<file path="config.mk">
export PLATFORM = sky130hd
export DESIGN_NAME = watch_time_controller
export DESIGN_NICKNAME = d
export VERILOG_FILES = /design/src/rtl/watch_pkg.sv /design/src/rtl/watch_time_controller_btn_edge_detect.sv /design/src/rtl/watch_time_controller.sv
export SDC_FILE = /design/constraint.sdc
export NUM_CORES = 1
export LEC_CHECK = 0
export BUFFER_PORTS_ARGS = -buffer_cell sky130_fd_sc_hd__buf_2
export CAP_MARGIN = 20
export CORE_MARGIN = 5
export CORE_UTILIZATION = 30
export DETAILED_ROUTE_END_ITERATION = 10
export GPL_ROUTABILITY_DRIVEN = 0
export PLACE_DENSITY = 0.62
export SYNTH_ARGS = -nofsm -noshare
export SYNTH_HDL_FRONTEND = slang
export SYNTH_HIERARCHICAL = 1
export SYNTH_SLANG_ARGS = --single-unit
</file>
<file path="constraint.sdc">
create_clock -name clk -period 2.5 [get_ports clk]
set_clock_uncertainty 0.2 [all_clocks]
set_input_delay 0.125 -clock clk [delete_from_list [all_inputs] [get_ports clk]]
set_output_delay 0.125 -clock clk [all_outputs]
set_load 0.1 [all_outputs]
</file>
<file path="src/rtl/watch_pkg.sv">
// watch_pkg: mode encodings shared by the watch controller, display mux and counters.
package watch_pkg;
    localparam int MODE_W = 2;
    typedef enum logic [MODE_W-1:0] {
        RUN      = 2'd0,
        PAUSED   = 2'd1,
        SET_HOUR = 2'd2,
        SET_MIN  = 2'd3
    } state_e;
    function automatic logic is_set(state_e s);
        return s == SET_HOUR || s == SET_MIN;
    endfunction
endpackage

</file>
<file path="src/rtl/watch_time_controller_btn_edge_detect.sv">
// btn_edge_detect: registers a debounced button and emits a one-cycle rising-edge pulse.
module btn_edge_detect (
    input  logic clk,
    input  logic reset,
    input  logic btn_i,
    output logic rise_o
);
    logic btn_q;
    always_ff @(posedge clk) btn_q <= reset ? 1'b0 : btn_i;
    assign rise_o = btn_i & ~btn_q;
endmodule

</file>
<file path="src/rtl/watch_time_controller.sv">
// watch_time_controller: RUN/PAUSED/SET mode machine turning the 1 Hz tick and buttons
// into registered increment/clear strobes and blink enables.
module watch_time_controller
    import watch_pkg::*;
#(
    parameter int TIMEOUT_TICKS = 10,
    parameter int TO_W          = 4
) (
    input  logic              clk,
    input  logic              reset,
    input  logic              tick_1hz,
    input  logic              start_resume,
    input  logic              stop,
    input  logic              mode_btn,
    input  logic              adj_btn,
    input  logic              sec_at_max,
    input  logic              min_at_max,
    output logic              inc_sec,
    output logic              inc_min,
    output logic              inc_hour,
    output logic              clr_sec,
    output logic              blink_hour,
    output logic              blink_min,
    output logic [MODE_W-1:0] mode
);
    state_e          state_q, state_d;
    logic [TO_W-1:0] to_q, to_d;
    logic            phase_q, phase_d;
    logic            mode_rise, adj_rise, stay_set;
    logic            inc_sec_d, inc_min_d, inc_hour_d, clr_sec_d;

    btn_edge_detect u_mode_edge (.clk(clk), .reset(reset), .btn_i(mode_btn), .rise_o(mode_rise));
    btn_edge_detect u_adj_edge  (.clk(clk), .reset(reset), .btn_i(adj_btn),  .rise_o(adj_rise));

    // A mode edge pre-empts everything else, so a simultaneous adj edge is dropped.
    always_comb begin
        state_d    = state_q;
        inc_sec_d  = 1'b0;
        inc_min_d  = 1'b0;
        inc_hour_d = 1'b0;
        clr_sec_d  = 1'b0;
        if (mode_rise) begin
            state_d   = state_q == SET_HOUR ? SET_MIN : state_q == SET_MIN ? RUN : SET_HOUR;
            clr_sec_d = state_q == SET_MIN;
        end else if (state_q == RUN) begin
            state_d    = stop ? PAUSED : RUN;
            inc_sec_d  = tick_1hz & ~stop;
            inc_min_d  = inc_sec_d & sec_at_max;
            inc_hour_d = inc_min_d & min_at_max;
        end else if (state_q == PAUSED) begin
            state_d = start_resume & ~stop ? RUN : PAUSED;
        end else if (adj_rise) begin
            inc_hour_d = state_q == SET_HOUR;
            inc_min_d  = state_q == SET_MIN;
        end else if (tick_1hz && to_q == TO_W'(TIMEOUT_TICKS - 1)) begin
            state_d = RUN;
        end
        stay_set = is_set(state_q) && is_set(state_d);
        to_d     = stay_set && !mode_rise && !adj_rise ? to_q + TO_W'(tick_1hz) : '0;
        phase_d  = stay_set && !adj_rise && (phase_q ^ tick_1hz);
    end

    always_ff @(posedge clk) begin
        if (reset) begin
            state_q    <= RUN;
            to_q       <= '0;
            phase_q    <= 1'b0;
            inc_sec    <= 1'b0;
            inc_min    <= 1'b0;
            inc_hour   <= 1'b0;
            clr_sec    <= 1'b0;
            blink_hour <= 1'b0;
            blink_min  <= 1'b0;
        end else begin
            state_q    <= state_d;
            to_q       <= to_d;
            phase_q    <= phase_d;
            inc_sec    <= inc_sec_d;
            inc_min    <= inc_min_d;
            inc_hour   <= inc_hour_d;
            clr_sec    <= clr_sec_d;
            blink_hour <= phase_d & (state_d == SET_HOUR);
            blink_min  <= phase_d & (state_d == SET_MIN);
        end
    end

    assign mode = state_q;
endmodule

</file>
# Yosys cells after proc, flatten, opt, wreduce, memory -nomap -nowiden
# Cells that the tools add are included.
word_totals:
  inputBits: 9
  register_bits: 15
  wordCells: 63
op_classes:
  n_mux: 15
  bitwise_logic: 15
  n_addsub: 1
  n_eq_ne: 6
  reduce_logical: 15
ops:
  columns: ["operator", "n"]
  rows:
  - ["2-to-1 mux 2 bit", 7]
  - ["AND 1 bit", 8]
  - ["equality test 2 bit, second input constant", 4]
  - ["2-to-1 mux 1 bit", 8]
  - ["logical AND 1 bit", 6]
  - ["NOT 1 bit", 6]
  - ["OR reduction 2 bit", 3]
  - ["adder 4 x 1 -> 4 bit", 1]
  - ["equality test 4 bit, second input constant", 1]
  - ["OR reduction 3 bit", 1]
  - ["equality test 2 x 1 -> 1 bit, second input constant", 1]
  - ["logical NOT 1 bit", 2]
  - ["logical NOT 2 bit", 1]
  - ["logical OR 1 bit", 2]
  - ["XOR 1 bit", 1]

# Depth between registers and ports, before layout
# Gate-level depths: netlist of run 1.
logic_depth:
  word_depth: 14
  ltp_mapped: 5
  depth_no_buf: 5

# By module
# Netlist of run 1, hierarchy kept.
modules_own_cells:
  columns: ["mod", "cells_each", "seq_area_each_um2", "area_each_um2", "instances"]
  rows:
  - ["watch_time_controller", 54, 260.2, 554.3, 1]
  - ["btn_edge_detect", 3, 20.0, 47.5, 2]

# Worst setup path before layout of run 1
# No wires, ideal clock.
synth_timing:
  kind: "register to register"
  startpoint: "reg state_q[0] (netlist: mode[0])"
  endpoint: "reg state_q[0] (netlist: mode[0])"
  period_less_slack_ps: 2054
  slack_ps: 446
  arrival_time_ps: 1783
  n_path_buf: 0
  setup_ps: 71
  stages_incl_launch_ff: 5
  path_cell_list: "dfxtp_1 > nand2_1 > or2_0 > nand2b_1 > a21oi_1"
synth_between:
  elab_chain_len: 5
synth_lines:
  columns: ["item", "line_no", "source"]
  rows:
  - ["from (decl)", "watch_time_controller.sv:26", "state_e state_q, state_d;"]
  - ["from (signal assigned)", "watch_time_controller.sv:75", "state_q <= state_d;"]
  - ["2-to-1 mux 2 bit", "watch_time_controller.sv:55", "end else if (tick_1hz && to_q == TO_W'(TIMEOUT_TICKS - 1)) begin"]
  - ["2-to-1 mux 2 bit", "watch_time_controller.sv:52", "end else if (adj_rise) begin"]
  - ["2-to-1 mux 2 bit", "watch_time_controller.sv:50", "end else if (state_q == PAUSED) begin"]
  - ["2-to-1 mux 2 bit", "watch_time_controller.sv:45", "end else if (state_q == RUN) begin"]
  - ["2-to-1 mux 2 bit *", "watch_time_controller.sv:42", "if (mode_rise) begin"]
# Every way passes the cells marked *; elsewhere a longest branch is shown, timed or not.
# A chain may end at the register's enable or synchronous reset.

# Final worst setup path of run 1
layout_timing:
  startpoint: "in adj_btn"
  endpoint: "reg blink_hour"
layout_between:
  elab_chain_len: 11
layout_lines:
  columns: ["item", "line_no", "source"]
  rows:
  - ["from (decl)", "watch_time_controller.sv:15", "input logic adj_btn,"]
  - ["AND 1 bit *", "watch_time_controller_btn_edge_detect.sv:10", "assign rise_o = btn_i & ~btn_q;"]
  - ["net adj_rise", "watch_time_controller.sv:29", "logic mode_rise, adj_rise, stay_set;"]
  - ["2-to-1 mux 2 bit", "watch_time_controller.sv:52", null]
  - ["2-to-1 mux 2 bit", "watch_time_controller.sv:50", null]
  - ["2-to-1 mux 2 bit", "watch_time_controller.sv:45", null]
  - ["2-to-1 mux 2 bit", "watch_time_controller.sv:42", null]
  - ["equality test 2 bit (on tied branches)", "watch_pkg.sv:11, watch_time_controller.sv:82", null]
  - ["logical OR 1 bit", "watch_pkg.sv:11", "return s == SET_HOUR || s == SET_MIN;"]
  - ["logical AND 1 bit", "watch_time_controller.sv:58", "stay_set = is_set(state_q) && is_set(state_d);"]
  - ["logical AND 1 bit (2 in a row)", "watch_time_controller.sv:60", "phase_d = stay_set && !adj_rise && (phase_q ^ tick_1hz);"]
  - ["AND 1 bit *", "watch_time_controller.sv:82", "blink_hour <= phase_d & (state_d == SET_HOUR);"]
  - ["to (signal assigned)", "watch_time_controller.sv:82", null]
  - ["to (decl)", "watch_time_controller.sv:22", "output logic blink_hour,"]
# The timed path passes the listed nets; every way through them passes the cells marked *.

==> results.json, run 1 <==
{
  "status": "finished, final reports clean",
  "fillers": 200,
  "initial_core_util_pct": 32.1,
  "routed_wl_um": 1220,
  "slowest_delay_ns": 0.53,
  "ys_types": 27,
  "drv_cap": 0,
  "peakVddDrop_mv": 0.283,
  "vias_per_cell": 4.57,
  "path_cells": "dlygate4sd3_1 > buf_2 > nor2b_4 > and4bb_2 > nand3b_1 > a21oi_1 > and3b_1",
  "synthTopCellsByArea": "dfxtp_1 (46%), nor2b_4 (8.5%), a2111oi_4 (4.2%)",
  "ys_seq_elements": 15,
  "dpl_worst_slack_ns": 0.944,
  "critPathTopFamily": "simple AND/OR/NAND/NOR gates",
  "antenna_cells": 0,
  "place_hpwl_um": 875,
  "synth_seq_area_share_pct": 46.2,
  "core-area_um2": 2020,
  "cts_made_buffers": 3,
  "period_needed_ns": 1.79,
  "synth_largest_area_cell": "dfxtp_1",
  "slew-limit-headroom_pct": 66.8,
  "seqCellArea_um2": 300,
  "antenna_found_initial": 0,
  "endpoint_kind": "flop",
  "tns_ns": 0,
  "hold_viol": 0,
  "clock_path_buffers": 2,
  "drt_pass1_iterations": 4,
  "synth_top_area_share_pct": 46.2,
  "cp-start-kind": "input pin",
  "avgSynthCellArea_um2": 10.8,
  "dieHeight_um": 56.5,
  "die_w_um": 56.5,
  "arrival_ns": 1.77,
  "criticalPathCategory": "in -> reg",
  "slowest_stage": "dlygate4sd3_1",
  "drc": 0,
  "final_layout_size_suffix_gt1_share_pct": 31.4,
  "postSynthCellCount": 60,
  "multi_input_area_um2": 338,
  "setup_viol": 0,
  "p_leak_nw": 0.371,
  "final_max_slew_viol_count": 0,
  "vias": 516,
  "final_nets": 98,
  "syn_area_um2": 649,
  "cts.repair.resized": 0,
  "cts_tree": "built",
  "dr.first_iter.drc_count": 17,
  "antenna_left": 0,
  "grt_pass1_vias": 488,
  "io_pins": 17,
  "rows": 16,
  "die_area_um2": 3200,
  "setup_slack_ns": 0.711,
  "rsz0062_at_grt": "no",
  "crit_buf_inv": 2,
  "grt_max_degree": 14,
  "synth-edff-count": 0,
  "syn_nets": 71,
  "cts.clk_slew.worst_paths_ns": 0.09,
  "grt_overflow": 0,
  "grt_usage_pct": 8.94,
  "postSynth.asyncResetShare_pct": 0,
  "cts_root_buf": "clkbuf_4",
  "portBuffers": 16,
  "ys.flop_type": "dfxtp_1",
  "area_growth_pct": 32.9,
  "post-route-period-util_pct": 71.6,
  "yosysWarnings": 6,
  "power_density_nw_per_um2": 551,
  "clock_sinks": 15,
  "required_ns": 2.48,
  "h-tree-depth": 1,
  "holdCritPathClass": "in -> reg",
  "max_clock_freq_mhz": 559,
  "grt_pass1_wl_um": 2170,
  "post_drt_wl_per_cell_um": 10.8,
  "crit_fanout": 7,
  "worst_slew_pin_slew_ns": 0.490,
  "clk_latency_ns": 0.28
}
[registers in the layout, summed over array words and instances, names as in the netlist]
signal             flops
blink_min              1
phase_q                1
inc_sec                1
to_q                   4
inc_min                1
u_adj_edge/btn_q       1
u_mode_edge/btn_q      1
blink_hour             1
inc_hour               1
clr_sec                1
mode                   2
[routing by layer]
layer,GRT usage (%),wire [um]
met3,3.90,81
met4,7.12,21
met1,9.99,561
met2,13.0,559
met5,0,0
[area by class of cell]
cell class	instances	area share, %
Clock buffer	3	2.61
Clock inverter	1	0.580
Inverter	1	0.435
Multi-Input combinational cell	42	39.1
Sequential cell	15	34.8
Tap cell	27	3.91
Timing Repair Buffer	24	18.6
[what timing repair did]
item,4_1_cts,5_1_grt
hold endpoints to repair,6,0
hold buffers,8,0
setup buffers,0,0
[Yosys cell counts, types with 2 or more instances]
cell type,n
nor3b_1,2
a21oi_1,4
ha_1,2
a32oi_1,2
and3_1,2
dfxtp_1,15
nand2_1,4
clkbuf_1,2
nor2b_4,4
nor3_1,3
xnor2_1,2
nand3b_1,2
nor2_1,2
[kinds of logic (layout without fill, tap and decap cells)]
group,count (synthesis),after routing,share of synthesized area (%)
flip-flops,15,15,46.2
AND/OR/NAND/NOR,27,27,30.4
AO/OA/AOI/OAI,10,10,13.7
XOR/XNOR,3,3,4.05
adder cells (fa/ha/maj),2,2,3.85
buffers and inverters,3,29,1.73
[worst min-delay path, stage by stage]
cell,delay (ns)
buf_2,0.13
ha_1,0.14
and3_1,0.13
[cells in the final DEF, fill, tap and decap left out, types with 2 or more instances in the layout]
cell and instances:
nor2b_4 4, a32oi_1 2, dlygate4sd3_1 8, and3_1 2, xnor2_1 2, a21oi_1 4
nor2_1 2, ha_1 2, dfxtp_1 15, buf_2 16, nand3b_1 2, nor3_1 3
nand2_1 4, clkbuf_4 3, nor3b_1 2
[final timing paths]
kind,from,endpoint,slack [ns],depth (start not counted)
setup / recovery,adj_btn,blink_hour$_SDFF_PP0_,0.71,7
setup reg to reg,u_adj_edge/btn_q$_SDFF_PP0_,blink_hour$_SDFF_PP0_,0.93,5
hold / removal,tick_1hz,to_q[0]$_SDFF_PP0_,0.07,3
hold reg to reg,to_q[3]$_SDFF_PP0_,to_q[3]$_SDFF_PP0_,0.32,2
[power breakdown]
group,switching (W),total (W),internal [W]
combinational,0.0000573,0.0000892,0.0000318
clock,0.0000742,0.000134,0.0000593
sequential,0.00000692,0.000253,0.000246
[metrics by stage]
step / util [%] / instances / hold slack [ns] / area [um^2] / total power (W)
after detailed placement: 37.4 / 101 / 0.165 / 756 / 0.000338
after floorplan: - / 60 / -0.0107 / 649 / 0.000320
after global placement: 37.4 / 101 / 0.159 / 756 / 0.000338
final: 42.7 / 113 / 0.0684 / 863 / 0.000475
after CTS: 42.7 / 113 / 0.0660 / 863 / 0.000484
after global routing: 42.7 / 113 / 0.0741 / 863 / 0.000501
No activity file was read; power rests on OpenSTA's default activity.
==> run 2, diff against run 1 <==
clock period = 1.7 ns   (was 2.5 ns; I/O delays follow)
==> results.json, run 2 (synthesis gave the netlist of run 1 again) <==
{
  "vias": 513,
  "final_layout_size_suffix_gt1_share_pct": 32.6,
  "cts_made_buffers": 3,
  "setup_viol": 0,
  "holdCritPathClass": "in -> reg",
  "vias_per_cell": 4.54,
  "final_common_cell": "buf_2",
  "clock_sinks": 15,
  "drt_pass1_iterations": 4,
  "grt_max_degree": 14,
  "cts.repair.resized": 0,
  "grt_usage_pct": 9.34,
  "drc": 0,
  "post_drt_wl_per_cell_um": 11.0,
  "area_growth_pct": 33.1,
  "slew-limit-headroom_pct": 67.4,
  "required_ns": 1.67,
  "design_area_um2": 865,
  "grt_pass1_vias": 536,
  "crit_fanout": 7,
  "holdPathStages": 3,
  "top_register": "to_q",
  "die_area_um2": 3200,
  "layout_common_cells": "buf_2 (16), dfxtp_1 (13), dlygate4sd3_1 (8)",
  "initial_core_util_pct": 32.1,
  "gr-usage-met1_pct": 10.7,
  "grtUsageMet2_pct": 14.0,
  "r2r_cells": 5,
  "portBuffers": 16,
  "criticalPathCategory": "reg -> reg",
  "antenna_found_initial": 0,
  "antenna_cells": 0,
  "final_nets": 98,
  "p_total_w": 0.000700,
  "status": "finished, final reports clean",
  "seqCellArea_um2": 303,
  "worst_slew_pin_slew_ns": 0.493,
  "drv_cap": 0,
  "antenna_left": 0,
  "clk_latency_ns": 0.27,
  "period_needed_ns": 1.56,
  "h-tree-depth": 1,
  "largest_reg_flops": 4,
  "max_clock_freq_mhz": 640,
  "post-route-period-util_pct": 92.0,
  "placed_area_um2": 758,
  "io_pins": 17,
  "dp_cells": 101,
  "power_density_nw_per_um2": 810,
  "grt_overflow": 0,
  "cts.clk_slew.worst_paths_ns": 0.09,
  "place_hpwl_um": 900,
  "clock_path_buffers": 2,
  "final_max_slew_viol_count": 0,
  "rsz0062_at_grt": "no",
  "multi_input_area_um2": 338,
  "cp-start-kind": "flop",
  "hold_viol": 0,
  "fillers": 198,
  "dieHeight_um": 56.5,
  "cts_tree": "built",
  "tns_ns": 0,
  "gr-usage-met3_pct": 3.90,
  "rows": 16,
  "arrival_ns": 1.54,
  "endpoint_kind": "flop",
  "die_w_um": 56.5,
  "peakVddDrop_mv": 0.270,
  "grt_pass1_wl_um": 2310,
  "p_leak_nw": 0.369,
  "core-area_um2": 2020,
  "busiest_layer": "met2",
  "cts_root_buf": "clkbuf_4",
  "finalNonFillerCells": 113,
  "routed_wl_um": 1240,
  "dr.first_iter.drc_count": 8
}
-- run 2: cell types whose count changed in the layout (fill, tap and decap cells not counted) --
cell      before  now
dfxtp_1       15   13
dfxtp_2        0    2
clkbuf_1       0    1
clkinv_2       1    0
-- run 2: layer usage --
layer	share of wire (%)	up-vias	routed length, um
li1	-	267	-
met1	47	235	590
met2	46	11	573
met3	6.4	0	79
met4	0	0	0
met5	0	-	0
-- run 2: final cells by class --
cell class	count	share of cell area [%]
clock buffers	4	3.04
inverters	1	0.434
multi-input cells	42	39.1
flip-flops and latches	15	35.0
well taps	27	3.91
repair buffers	24	18.5
-- run 2: metrics by stage --
stage               utilization, %  worst slack (ns)  hold WS (ns)
finish                        42.8             0.136        0.0221
global route                  42.8            0.0462        0.0319
CTS                           42.8             0.110        0.0183
detailed placement            37.5             0.146         0.126
global placement              37.5             0.179         0.119
floorplan                        -            0.0206       -0.0507
-- run 2: timing repair --
action | 4_1_cts | 5_1_grt
endpoints found under the setup margin | 0 | 1
hold buffers | 8 | 0
hold endpoints to repair | 8 | 0
buffers inserted | 0 | 0
-- run 2: worst paths after layout --
check	to	slack [ns]	start
setup / recovery	blink_min$_SDFF_PP0_	0.14	u_adj_edge/btn_q$_SDFF_PP0_
hold / removal	to_q[0]$_SDFF_PP0_	0.02	tick_1hz
setup reg to reg	blink_min$_SDFF_PP0_	0.14	u_adj_edge/btn_q$_SDFF_PP0_
hold reg to reg	to_q[3]$_SDFF_PP0_	0.32	to_q[3]$_SDFF_PP0_
-- run 2: power breakdown --
group / internal (W) / switching [W] / total [W]
combinational: 0.0000468 / 0.0000841 / 0.000131
sequential: 0.000362 / 0.0000110 / 0.000373
clock: 0.0000908 / 0.000106 / 0.000196
-- run 2: worst max-delay path, stage by stage (launching register included) --
cell and delay [ns]:
dfxtp_1 0.36, nor2b_4 0.06, and4bb_2 0.27, nand3b_1 0.21, o21a_1 0.25, a21boi_1 0.12
==> run 3, diff against run 2 <==
--- a/config.mk
+++ b/config.mk
@@ -8,9 +8,11 @@
 export BUFFER_PORTS_ARGS = -buffer_cell sky130_fd_sc_hd__buf_2
 export CAP_MARGIN = 20
+export CELL_PAD_IN_SITES_DETAIL_PLACEMENT = 1
+export CELL_PAD_IN_SITES_GLOBAL_PLACEMENT = 1
 export CORE_MARGIN = 5
 export CORE_UTILIZATION = 30
 export DETAILED_ROUTE_END_ITERATION = 10
 export GPL_ROUTABILITY_DRIVEN = 0
-export PLACE_DENSITY = 0.62
+export PLACE_DENSITY = 0.74
 export SYNTH_ARGS = -nofsm -noshare
 export SYNTH_HDL_FRONTEND = slang
==> constraint.sdc (replaced) <==
create_clock -name clk -period 1.7 [get_ports clk]
set_clock_uncertainty 0.2 [all_clocks]
set_input_delay 0.425 -clock clk [delete_from_list [all_inputs] [get_ports clk]]
set_output_delay 0.425 -clock clk [all_outputs]
set_load 0.1 [all_outputs]
==> results.json, run 3 (synthesis gave the netlist of run 1 again) <==
{
  "status": "finished, final reports clean",
  "h-tree-depth": 1,
  "top_register": "to_q",
  "peakVddDrop_mv": 0.328,
  "slowest_delay_ns": 0.42,
  "reg2reg_to": "blink_hour$_SDFF_PP0_",
  "power_density_nw_per_um2": 844,
  "setup_viol": 0,
  "drt_pass1_iterations": 2,
  "dr.first_iter.drc_count": 3,
  "worst_slew_pin_slew_ns": 0.487,
  "grt_overflow": 0,
  "clock_sinks": 15,
  "grt_usage_pct": 9.79,
  "antenna_left": 0,
  "crit_buf_inv": 1,
  "die_w_um": 56.5,
  "hold_ws_ns": 0.175,
  "critPathTopFamily": "buffers and inverters",
  "core-area_um2": 2020,
  "rows": 16,
  "holdPathStages": 2,
  "grt_pass1_vias": 546,
  "post_cts_buffers": 0,
  "grt_max_degree": 14,
  "holdPathEnd": "u_mode_edge/btn_q$_SDFF_PP0_",
  "post-route-period-util_pct": 96.7,
  "final_nets": 94,
  "vias_per_cell": 4.74,
  "drv_cap": 0,
  "post_drt_wl_per_cell_um": 13.0,
  "antenna_cells": 0,
  "largest_reg_flops": 4,
  "cts_root_buf": "clkbuf_4",
  "slew-limit-headroom_pct": 67.7,
  "io_pins": 17,
  "crit_fanout": 1,
  "cp-start-kind": "flop",
  "endpoint_kind": "output port",
  "place_hpwl_um": 1120,
  "p_leak_nw": 0.360,
  "vias": 517,
  "cts.clk_slew.worst_paths_ns": 0.10,
  "hold_start": "mode_btn",
  "hold_viol": 0,
  "layout_common_cells": "dfxtp_1 (13), buf_2 (12), clkbuf_4 (5)",
  "dieHeight_um": 56.5,
  "fillers": 244,
  "max_clock_freq_mhz": 609,
  "clk_latency_ns": 0.28,
  "clock_path_buffers": 2,
  "criticalPathCategory": "reg -> out",
  "final_max_slew_viol_count": 0,
  "rsz0062_at_grt": "no",
  "ctsHoldBuffers": 0,
  "portBuffers": 16,
  "holdCritPathClass": "in -> reg",
  "area_growth_pct": 31.0,
  "routed_wl_um": 1410,
  "slowest_stage": "buf_2",
  "final_common_cell": "dfxtp_1",
  "antenna_found_initial": 0,
  "tns_ns": 0,
  "dpl_worst_slack_ns": -0.0928,
  "cts_made_buffers": 3,
  "period_needed_ns": 1.64,
  "setup_slack_ns": 0.0566,
  "cts_tree": "built",
  "final_layout_size_suffix_gt1_share_pct": 40.2,
  "initial_core_util_pct": 32.1,
  "postLayoutCoreUtil_pct": 42.1,
  "multi_input_area_um2": 338,
  "arrival_ns": 1.02,
  "drc": 0,
  "r2r_cells": 5,
  "required_ns": 1.07,
  "seqCellArea_um2": 303,
  "r2r_start": "u_adj_edge/btn_q$_SDFF_PP0_",
  "r2r_setup_slack_ns": 0.19,
  "cts.repair.resized": 0,
  "grt_pass1_wl_um": 2440,
  "path_cells": "buf_2",
  "die_area_um2": 3200
}
-- run 3: worst max path at each step --
stage,startpoint,end,slack (ns),depth (start not counted)
detailed placement,adj_btn,blink_hour$_SDFF_PP0_,-0.09,6
finish,clr_sec$_SDFF_PP0_,clr_sec,0.06,1
CTS,inc_min$_SDFF_PP0_,inc_min,0.02,1
global route,inc_sec$_SDFF_PP0_,inc_sec,0.008,1
global placement,adj_btn,blink_hour$_SDFF_PP0_,-0.04,6
floorplan,mode[1]$_SDFF_PP0_,blink_min$_SDFF_PP0_,0.02,4
-- run 3: power by group --
part	internal (W)	leakage [nW]	switching, W	total (W)
combinational	0.0000515	0.220	0.0000841	0.000136
sequential	0.000362	0.123	0.0000131	0.000375
clock	0.0000872	0.0177	0.000120	0.000207
total	0.000501	0.360	0.000217	0.000718
-- run 3: metal layers --
metal,global-route usage [%],up-vias,wire length (um)
met4,5.08,0,21
met1,11.6,248,638
met5,0,-,0
met2,15.5,11,688
met3,3.21,2,63
li1,-,256,-
-- run 3: cell type report --
type / instances / share of cell area [%]
clock inverters: 1 / 0.588
clock buffers: 3 / 2.65
flip-flops and latches: 15 / 35.6
inverters: 1 / 0.441
repair buffers: 20 / 17.1
multi-input cells: 42 / 39.7
well taps: 27 / 3.97
-- run 3: metrics by stage --
step | power (W) | area [um^2] | std cells
final | 0.000718 | 851 | 109
after global routing | 0.000760 | 851 | 109
after global placement | 0.000518 | 818 | 105
after detailed placement | 0.000521 | 818 | 105
after CTS | 0.000728 | 846 | 109
after floorplan | 0.000472 | 652 | 60
